**src/rtl/led_blink_pkg.sv**
```systemverilog
// Shared types for the multi-channel LED driver: channel modes and the
// per-channel configuration record.
package led_blink_pkg;

    localparam int unsigned CFG_PERIOD_W = 12;
    localparam int unsigned CFG_PWM_W    = 4;

    typedef enum logic [1:0] {
        MODE_OFF   = 2'd0,
        MODE_ON    = 2'd1,
        MODE_BLINK = 2'd2,
        MODE_DIM   = 2'd3
    } mode_e;

    typedef struct packed {
        mode_e                   mode;
        logic [CFG_PERIOD_W-1:0] period;
        logic [CFG_PWM_W-1:0]    duty;
    } ch_cfg_t;

endpackage

```
**src/rtl/led_blink_multi_if.sv**
```systemverilog
// Configuration strobe and LED/tick outputs of led_blink_multi.
interface led_blink_multi_if #(
    parameter int unsigned CHANNELS = 2,
    parameter int unsigned PERIOD_W = 12,
    parameter int unsigned PWM_W    = 4
);
    localparam int unsigned CH_W = (CHANNELS > 1) ? $clog2(CHANNELS) : 1;

    logic                cfg_we;
    logic [CH_W-1:0]     cfg_ch;
    logic [1:0]          cfg_mode;
    logic [PERIOD_W-1:0] cfg_period;
    logic [PWM_W-1:0]    cfg_duty;
    logic                sync_all;
    logic                tick;
    logic [CHANNELS-1:0] led;

    modport master (
        output cfg_we, cfg_ch, cfg_mode, cfg_period, cfg_duty, sync_all,
        input  tick, led
    );

    modport slave (
        input  cfg_we, cfg_ch, cfg_mode, cfg_period, cfg_duty, sync_all,
        output tick, led
    );
endinterface

```
**src/rtl/led_tick_gen.sv**
```systemverilog
// Free-running prescaler: one registered tick pulse every DIV clocks.
module led_tick_gen #(
    parameter int unsigned DIV = 2
) (
    input  logic clk,
    input  logic rst,
    output logic tick
);
    localparam int unsigned CNT_W = $clog2(DIV);

    logic [CNT_W-1:0] cnt_q, cnt_d;
    logic             tick_q, tick_d;

    always_comb begin
        cnt_d  = cnt_q + CNT_W'(1);
        tick_d = 1'b0;
        if (cnt_q == CNT_W'(DIV - 1)) begin
            cnt_d  = '0;
            tick_d = 1'b1;
        end
    end

    always_ff @(posedge clk) begin
        if (rst) begin
            cnt_q  <= '0;
            tick_q <= 1'b0;
        end else begin
            cnt_q  <= cnt_d;
            tick_q <= tick_d;
        end
    end

    assign tick = tick_q;
endmodule

```
**src/rtl/led_blink_multi.sv**
```systemverilog
// Multi-channel LED driver: shared tick prescaler and PWM counter, each
// channel independently OFF / ON / BLINK / DIM, reconfigured by write strobe.
module led_blink_multi
    import led_blink_pkg::*;
#(
    parameter int unsigned         CLK_HZ       = 78_000_000,
    parameter int unsigned         TICK_HZ      = 1000,
    parameter int unsigned         CHANNELS     = 2,
    parameter int unsigned         PERIOD_W     = CFG_PERIOD_W,
    parameter int unsigned         PWM_W        = CFG_PWM_W,
    parameter int unsigned         RESET_PERIOD = 500,
    parameter logic [CHANNELS-1:0] INIT_LED     = CHANNELS'(2'b10)
) (
    input  logic              CLKOS,
    input  logic              RST,
    led_blink_multi_if.slave  bus
);
    localparam int unsigned DIV      = CLK_HZ / TICK_HZ;
    localparam int unsigned CH_W     = (CHANNELS > 1) ? $clog2(CHANNELS) : 1;
    localparam int unsigned PWM_LAST = (2 ** PWM_W) - 2;

    localparam ch_cfg_t RESET_CFG = '{
        mode:   MODE_BLINK,
        period: CFG_PERIOD_W'(RESET_PERIOD),
        duty:   '0
    };

    logic                tick_w;
    logic                cfg_valid;
    logic [PWM_W-1:0]    pwm_q, pwm_d;
    logic [CHANNELS-1:0] led_w;

    led_tick_gen #(.DIV(DIV)) u_tick_gen (
        .clk  (CLKOS),
        .rst  (RST),
        .tick (tick_w)
    );

    assign cfg_valid = bus.cfg_we && (32'(bus.cfg_ch) < CHANNELS);

    // Shared PWM counter, period 2^PWM_W-1 so a full-scale duty is always on.
    always_comb begin
        pwm_d = (pwm_q == PWM_W'(PWM_LAST)) ? '0 : pwm_q + PWM_W'(1);
    end

    always_ff @(posedge CLKOS) begin
        if (RST) pwm_q <= '0;
        else     pwm_q <= pwm_d;
    end

    for (genvar i = 0; i < CHANNELS; i++) begin : g_ch
        ch_cfg_t             cfg_q, cfg_d;
        logic [PERIOD_W-1:0] phase_q, phase_d, phase_last;
        logic                led_q, led_d;
        logic                hit;

        assign hit        = cfg_valid && (bus.cfg_ch == CH_W'(i));
        assign phase_last = (cfg_q.period == '0) ? '0
                          : PERIOD_W'(cfg_q.period - CFG_PERIOD_W'(1));

        // Priority: write, then sync_all, then tick.
        always_comb begin
            cfg_d   = cfg_q;
            phase_d = phase_q;
            led_d   = led_q;
            if (hit) begin
                cfg_d.mode   = mode_e'(bus.cfg_mode);
                cfg_d.period = CFG_PERIOD_W'(bus.cfg_period);
                cfg_d.duty   = CFG_PWM_W'(bus.cfg_duty);
                phase_d      = '0;
                case (cfg_d.mode)
                    MODE_OFF:   led_d = 1'b0;
                    MODE_ON:    led_d = 1'b1;
                    MODE_BLINK: led_d = INIT_LED[i];
                    default:    led_d = (pwm_q < PWM_W'(bus.cfg_duty));
                endcase
            end else begin
                case (cfg_q.mode)
                    MODE_OFF: begin
                        led_d   = 1'b0;
                        phase_d = '0;
                    end
                    MODE_ON: begin
                        led_d   = 1'b1;
                        phase_d = '0;
                    end
                    MODE_DIM: begin
                        led_d   = (pwm_q < PWM_W'(cfg_q.duty));
                        phase_d = '0;
                    end
                    default: begin
                        if (bus.sync_all) begin
                            phase_d = '0;
                            led_d   = INIT_LED[i];
                        end else if (tick_w) begin
                            if (phase_q == phase_last) begin
                                phase_d = '0;
                                led_d   = ~led_q;
                            end else begin
                                phase_d = phase_q + PERIOD_W'(1);
                            end
                        end
                    end
                endcase
            end
        end

        always_ff @(posedge CLKOS) begin
            if (RST) begin
                cfg_q   <= RESET_CFG;
                phase_q <= '0;
                led_q   <= INIT_LED[i];
            end else begin
                cfg_q   <= cfg_d;
                phase_q <= phase_d;
                led_q   <= led_d;
            end
        end

        assign led_w[i] = led_q;
    end

    assign bus.tick = tick_w;
    assign bus.led  = led_w;
endmodule
```
**src/flat_wrapper.sv**
```systemverilog
// flat-port wrapper written by rule: the top's interface ports become plain ports
module led_blink_multi_flat import led_blink_pkg::*;
#(
    parameter int unsigned         CLK_HZ       = 78_000_000,
    parameter int unsigned         TICK_HZ      = 1000,
    parameter int unsigned         CHANNELS     = 2,
    parameter int unsigned         PERIOD_W     = CFG_PERIOD_W,
    parameter int unsigned         PWM_W        = CFG_PWM_W,
    parameter int unsigned         RESET_PERIOD = 500,
    parameter logic [CHANNELS-1:0] INIT_LED     = CHANNELS'(2'b10)
)
  (CLKOS, RST, bus_cfg_we, bus_cfg_ch, bus_cfg_mode, bus_cfg_period, bus_cfg_duty, bus_sync_all, bus_tick, bus_led);
  led_blink_multi_if #(.CHANNELS(CHANNELS), .PERIOD_W(PERIOD_W), .PWM_W(PWM_W)) bus_i ();
  input  logic CLKOS;
  input  logic RST;
  input wire logic [$bits(bus_i.cfg_we)-1:0] bus_cfg_we;
  input wire logic [$bits(bus_i.cfg_ch)-1:0] bus_cfg_ch;
  input wire logic [$bits(bus_i.cfg_mode)-1:0] bus_cfg_mode;
  input wire logic [$bits(bus_i.cfg_period)-1:0] bus_cfg_period;
  input wire logic [$bits(bus_i.cfg_duty)-1:0] bus_cfg_duty;
  input wire logic [$bits(bus_i.sync_all)-1:0] bus_sync_all;
  output wire logic [$bits(bus_i.tick)-1:0] bus_tick;
  output wire logic [$bits(bus_i.led)-1:0] bus_led;
  assign bus_i.cfg_we = bus_cfg_we;
  assign bus_i.cfg_ch = bus_cfg_ch;
  assign bus_i.cfg_mode = bus_cfg_mode;
  assign bus_i.cfg_period = bus_cfg_period;
  assign bus_i.cfg_duty = bus_cfg_duty;
  assign bus_i.sync_all = bus_sync_all;
  assign bus_tick = bus_i.tick;
  assign bus_led = bus_i.led;
  led_blink_multi #(.CLK_HZ(CLK_HZ), .TICK_HZ(TICK_HZ), .CHANNELS(CHANNELS), .PERIOD_W(PERIOD_W), .PWM_W(PWM_W), .RESET_PERIOD(RESET_PERIOD), .INIT_LED(INIT_LED)) u_core (.CLKOS(CLKOS), .RST(RST), .bus(bus_i));
endmodule
```
**config.mk**
```make
export PLATFORM = sky130hd
export DESIGN_NAME = led_blink_multi_flat
export DESIGN_NICKNAME = d
export VERILOG_FILES = /design/src/rtl/led_blink_pkg.sv /design/src/rtl/led_blink_multi_if.sv /design/src/rtl/led_tick_gen.sv /design/src/rtl/led_blink_multi.sv /design/src/flat_wrapper.sv
export SDC_FILE = /design/constraint.sdc
export NUM_CORES = 1
export LEC_CHECK = 0
export BUFFER_PORTS_ARGS = -buffer_cell sky130_fd_sc_hd__buf_2
export CORE_ASPECT_RATIO = 1.5
export CORE_MARGIN = 1.5
export CORE_UTILIZATION = 40
export DETAILED_ROUTE_END_ITERATION = 10
export PLACE_DENSITY_LB_ADDON = 0.12
export SLEW_MARGIN = 10
export SYNTH_ARGS = -nofsm -noshare
export SYNTH_HDL_FRONTEND = slang
export SYNTH_SLANG_ARGS = --single-unit
```
**constraint.sdc**
```tcl
create_clock -name CLKOS -period 4.2 [get_ports CLKOS]
set_input_delay 0.42 -clock CLKOS [delete_from_list [all_inputs] [get_ports CLKOS]]
set_output_delay 0.42 -clock CLKOS [all_outputs]
set_load 0.005 [all_outputs]
```
==> impl_metrics.json <==
{
  "final_nets": 658,
  "finalSetupViolations": 0,
  "synth_top_cell_by_area": "dfxtp_1",
  "dp_hpwl_mm": 8.35,
  "first_global_vias": 4045,
  "critPathCaptureType": "flop",
  "clk_pin_slew_worst_paths_ns": 0.07,
  "hold_path_class": "input port to flop",
  "cp-startpoint": "u_core.g_ch[0].cfg_q[4]$_SDFFE_PP0P_",
  "synth_area_leaders": "dfxtp_1 (35%), nand2_1 (7.5%), xor2_1 (6.5%)",
  "fmax_mhz": 304,
  "synthToLayoutAreaGrowth_pct": 9.13,
  "ff2ff_setup_slack_ns": 0.91,
  "startpoint_type": "flop",
  "final.fill_count": 1175,
  "worst-path-stages": 9,
  "cts_sinks": 84,
  "die_x_um": 92.7,
  "yosysWarnings": 0,
  "cts_resized": 0,
  "skew_ns": 0.00544,
  "drt_pass1_iterations": 4,
  "reg2reg_depth": 9,
  "cts_tree": "done",
  "synth_top_area_share_pct": 34.9,
  "slew_headroom_pct": 44.5,
  "power_leakage_nw": 1.98,
  "cts_buffers": 9,
  "initial_core_util_pct": 41.4,
  "p_per_area_nw_per_um2": 347,
  "status": "completed",
  "crit_top_cell": "nand2_1",
  "synthesis.area_um2": 4820,
  "num_rows": 48,
  "synth_seq_area_share_pct": 34.9,
  "final_antenna_net_count": 0,
  "crit_fanout": 11,
  "clockBufferDepth": 2,
  "postCtsSetupBuffers": 0,
  "vias": 4178,
  "grt_pass1_wl_mm": 19.5,
  "yosysMostFrequentCell": "nand2_1",
  "crit_family": "simple AND/OR/NAND/NOR gates",
  "worst-path-buf-inv": 1,
  "final_max_slew_viol_count": 0,
  "drc": 0,
  "fin_hold_ws_ns": 0.299,
  "grt_antenna_before_repair": 0,
  "cp_data_required_time_ns": 4.42,
  "worst_ep_arrival_time_ns": 3.51,
  "viasPerCell": 5.41,
  "synth_top_flop_cell": "dfxtp_1",
  "drt_iter0_markers": 174,
  "rsz0062_at_grt": "no",
  "syn_inst": 612,
  "portBuffers": 25,
  "synth_seq_cells": 84,
  "grt_remaining_overflow": 0,
  "num_io_pins": 26,
  "avgSynthCellArea_um2": 7.88,
  "r2r_end": "u_core.g_ch[0].phase_q[11]$_SDFFE_PP0P_",
  "cpMaxStageDelayCell": "or4_4",
  "die_h_um": 137,
  "hold_violations": 0,
  "ir_drop_uv": 243,
  "drive_above_1_share_pct": 9.00,
  "gp_congestion": 0.841,
  "clkLatencyLatePin_ns": 0.34,
  "synth-async-reset-ratio_pct": 0,
  "post_drt_wl_per_cell_um": 14.8,
  "critical-path-max-stage-delay_ns": 0.58,
  "htreeDepth": 3,
  "synth-edff-count": 0,
  "worst_slack_ns": 0.908,
  "grt_max_degree": 33,
  "worst-setup-path-type": "flop to flop",
  "synth_nets": 653,
  "tns_ns": 0,
  "drv_cap": 0,
  "yosysUniqueCellTypes": 67,
  "ctsHoldBuffers": 0,
  "dp_slack_ns": 0.915,
  "endpoint": "u_core.g_ch[0].phase_q[11]$_SDFFE_PP0P_",
  "period_share_pct": 78.4,
  "grtUsageTotal_pct": 19.3,
  "period_needed_ns": 3.29,
  "drt-total-wl_mm": 11.5,
  "synth_common_cells": "nand2_1 (96), dfxtp_1 (84), nor2_1 (64)",
  "core_area_um2": 11700,
  "crit_chain": "inv_1 > ha_1 > or4b_4 > or4_4 > o311ai_2 > nand2_1 > or4b_1 > nand2_1 > nor2_1",
  "r2r_start": "u_core.g_ch[0].cfg_q[4]$_SDFFE_PP0P_",
  "diodes": 0,
  "root_buffer": "clkbuf_16",
  "final_util_pct": 45.2,
  "worst_slew_pin_slew_ns": 0.832,
  "die-area_um2": 12700
}
## layer usage
layer  global-route usage, %  part of all wire (%)
met5                       0                     0
met4                    6.90                   1.7
met3                    3.97                   3.3
met2                    34.6                    51
met1                    22.6                    44
## flip-flops by register name, summed over array words and instances (netlist names)
signal / cells
u_core.g_ch.cfg_q: 36
u_core.g_ch.phase_q: 24
u_core.u_tick_gen.cnt_q: 17
u_core.pwm_q: 4
u_core.g_ch.led_q: 2
u_core.u_tick_gen.tick: 1
## stage by stage
step,power (W),cells,cell area (um^2)
after floorplan,0.00101,612,4820
after global placement,0.00106,756,4970
after detailed placement,0.00106,756,4970
after CTS,0.00185,772,5260
after global routing,0.00191,772,5260
final,0.00183,772,5260
## tightest hold or removal path, cell delays in order
cell	delay [ns]
buf_2	0.09
nand2_1	0.04
nand3_1	0.06
## worst min-delay path by stage
| stage | from | end | slack [ns] | cells after the start |
|---|---|---|---|---|
| 6_report | bus_cfg_period[7] | u_core.g_ch[0].cfg_q[11]$_SDFFE_PP1P_ | 0.30 | 3 |
| 5_1_grt | bus_cfg_period[2] | u_core.g_ch[1].cfg_q[6]$_SDFFE_PP1P_ | 0.30 | 3 |
| 4_1_cts | bus_cfg_period[7] | u_core.g_ch[0].cfg_q[11]$_SDFFE_PP1P_ | 0.29 | 3 |
| 3_5_place_dp | u_core.u_tick_gen.cnt_q[0]$_SDFF_PP0_ | u_core.u_tick_gen.cnt_q[0]$_SDFF_PP0_ | 0.43 | 1 |
| 3_3_place_gp | u_core.u_tick_gen.cnt_q[0]$_SDFF_PP0_ | u_core.u_tick_gen.cnt_q[0]$_SDFF_PP0_ | 0.43 | 1 |
| 2_1_floorplan | u_core.u_tick_gen.cnt_q[0]$_SDFF_PP0_ | u_core.u_tick_gen.cnt_q[0]$_SDFF_PP0_ | 0.41 | 1 |
## cells by family (layout without fill, tap and decap cells)
group / after synthesis / after routing / share of synthesized area (%)
fa+ha+maj: 18 / 18 / 4.67
compound gates: 102 / 102 / 13.7
mux: 5 / 5 / 1.04
xor+xnor: 55 / 55 / 10.3
buf+inv: 54 / 64 / 5.32
flops: 84 / 84 / 34.9
simple gates: 294 / 294 / 30.1
## report_power, final
group	internal [W]	switching [W]	total [W]
Combinational	0.0000785	0.000108	0.000187
Sequential	0.000822	0.0000348	0.000857
Clock	0.000428	0.000356	0.000784
## final cells by class
| class | instances | area (um^2) | share of cell area [%] |
|---|---|---|---|
| multi-input cells | 474 | 2880 | 54.8 |
| flip-flops and latches | 84 | 1680 | 32.0 |
| clock buffers | 10 | 239 | 4.54 |
| well taps | 150 | 188 | 3.57 |
| repair buffers | 27 | 140 | 2.66 |
| inverters | 21 | 78.8 | 1.50 |
| clock inverters | 6 | 51.3 | 0.975 |
## layout by cell type (no fill, tap or decap), drive strengths merged, types with 2 or more instances in the layout
cell type,Yosys,layout
o211ai,6,6
or2,2,2
nand2,96,96
nor2,65,65
nor3b,4,4
o31ai,2,2
nand2b,7,7
nand4b,2,2
a211oi,2,2
and4,4,4
o31a,4,4
and3,13,13
nor2b,7,7
a21o,4,4
dfxtp,84,84
nand4,10,10
o21ai,13,13
or3,8,8
a21oi,38,38
or4b,4,4
xnor2,18,18
a31oi,8,8
nor3,15,15
o32ai,2,2
nor4,11,11
clkbuf,23,10
a31o,2,2
mux2i,5,5
nand3,32,32
a21boi,2,2
or4,6,6
nor4b,3,3
buf,10,27
o21a,5,5
ha,18,18
xor2,36,36
inv,20,25
o22ai,3,3
No activity file was read; power rests on OpenSTA's default activity.
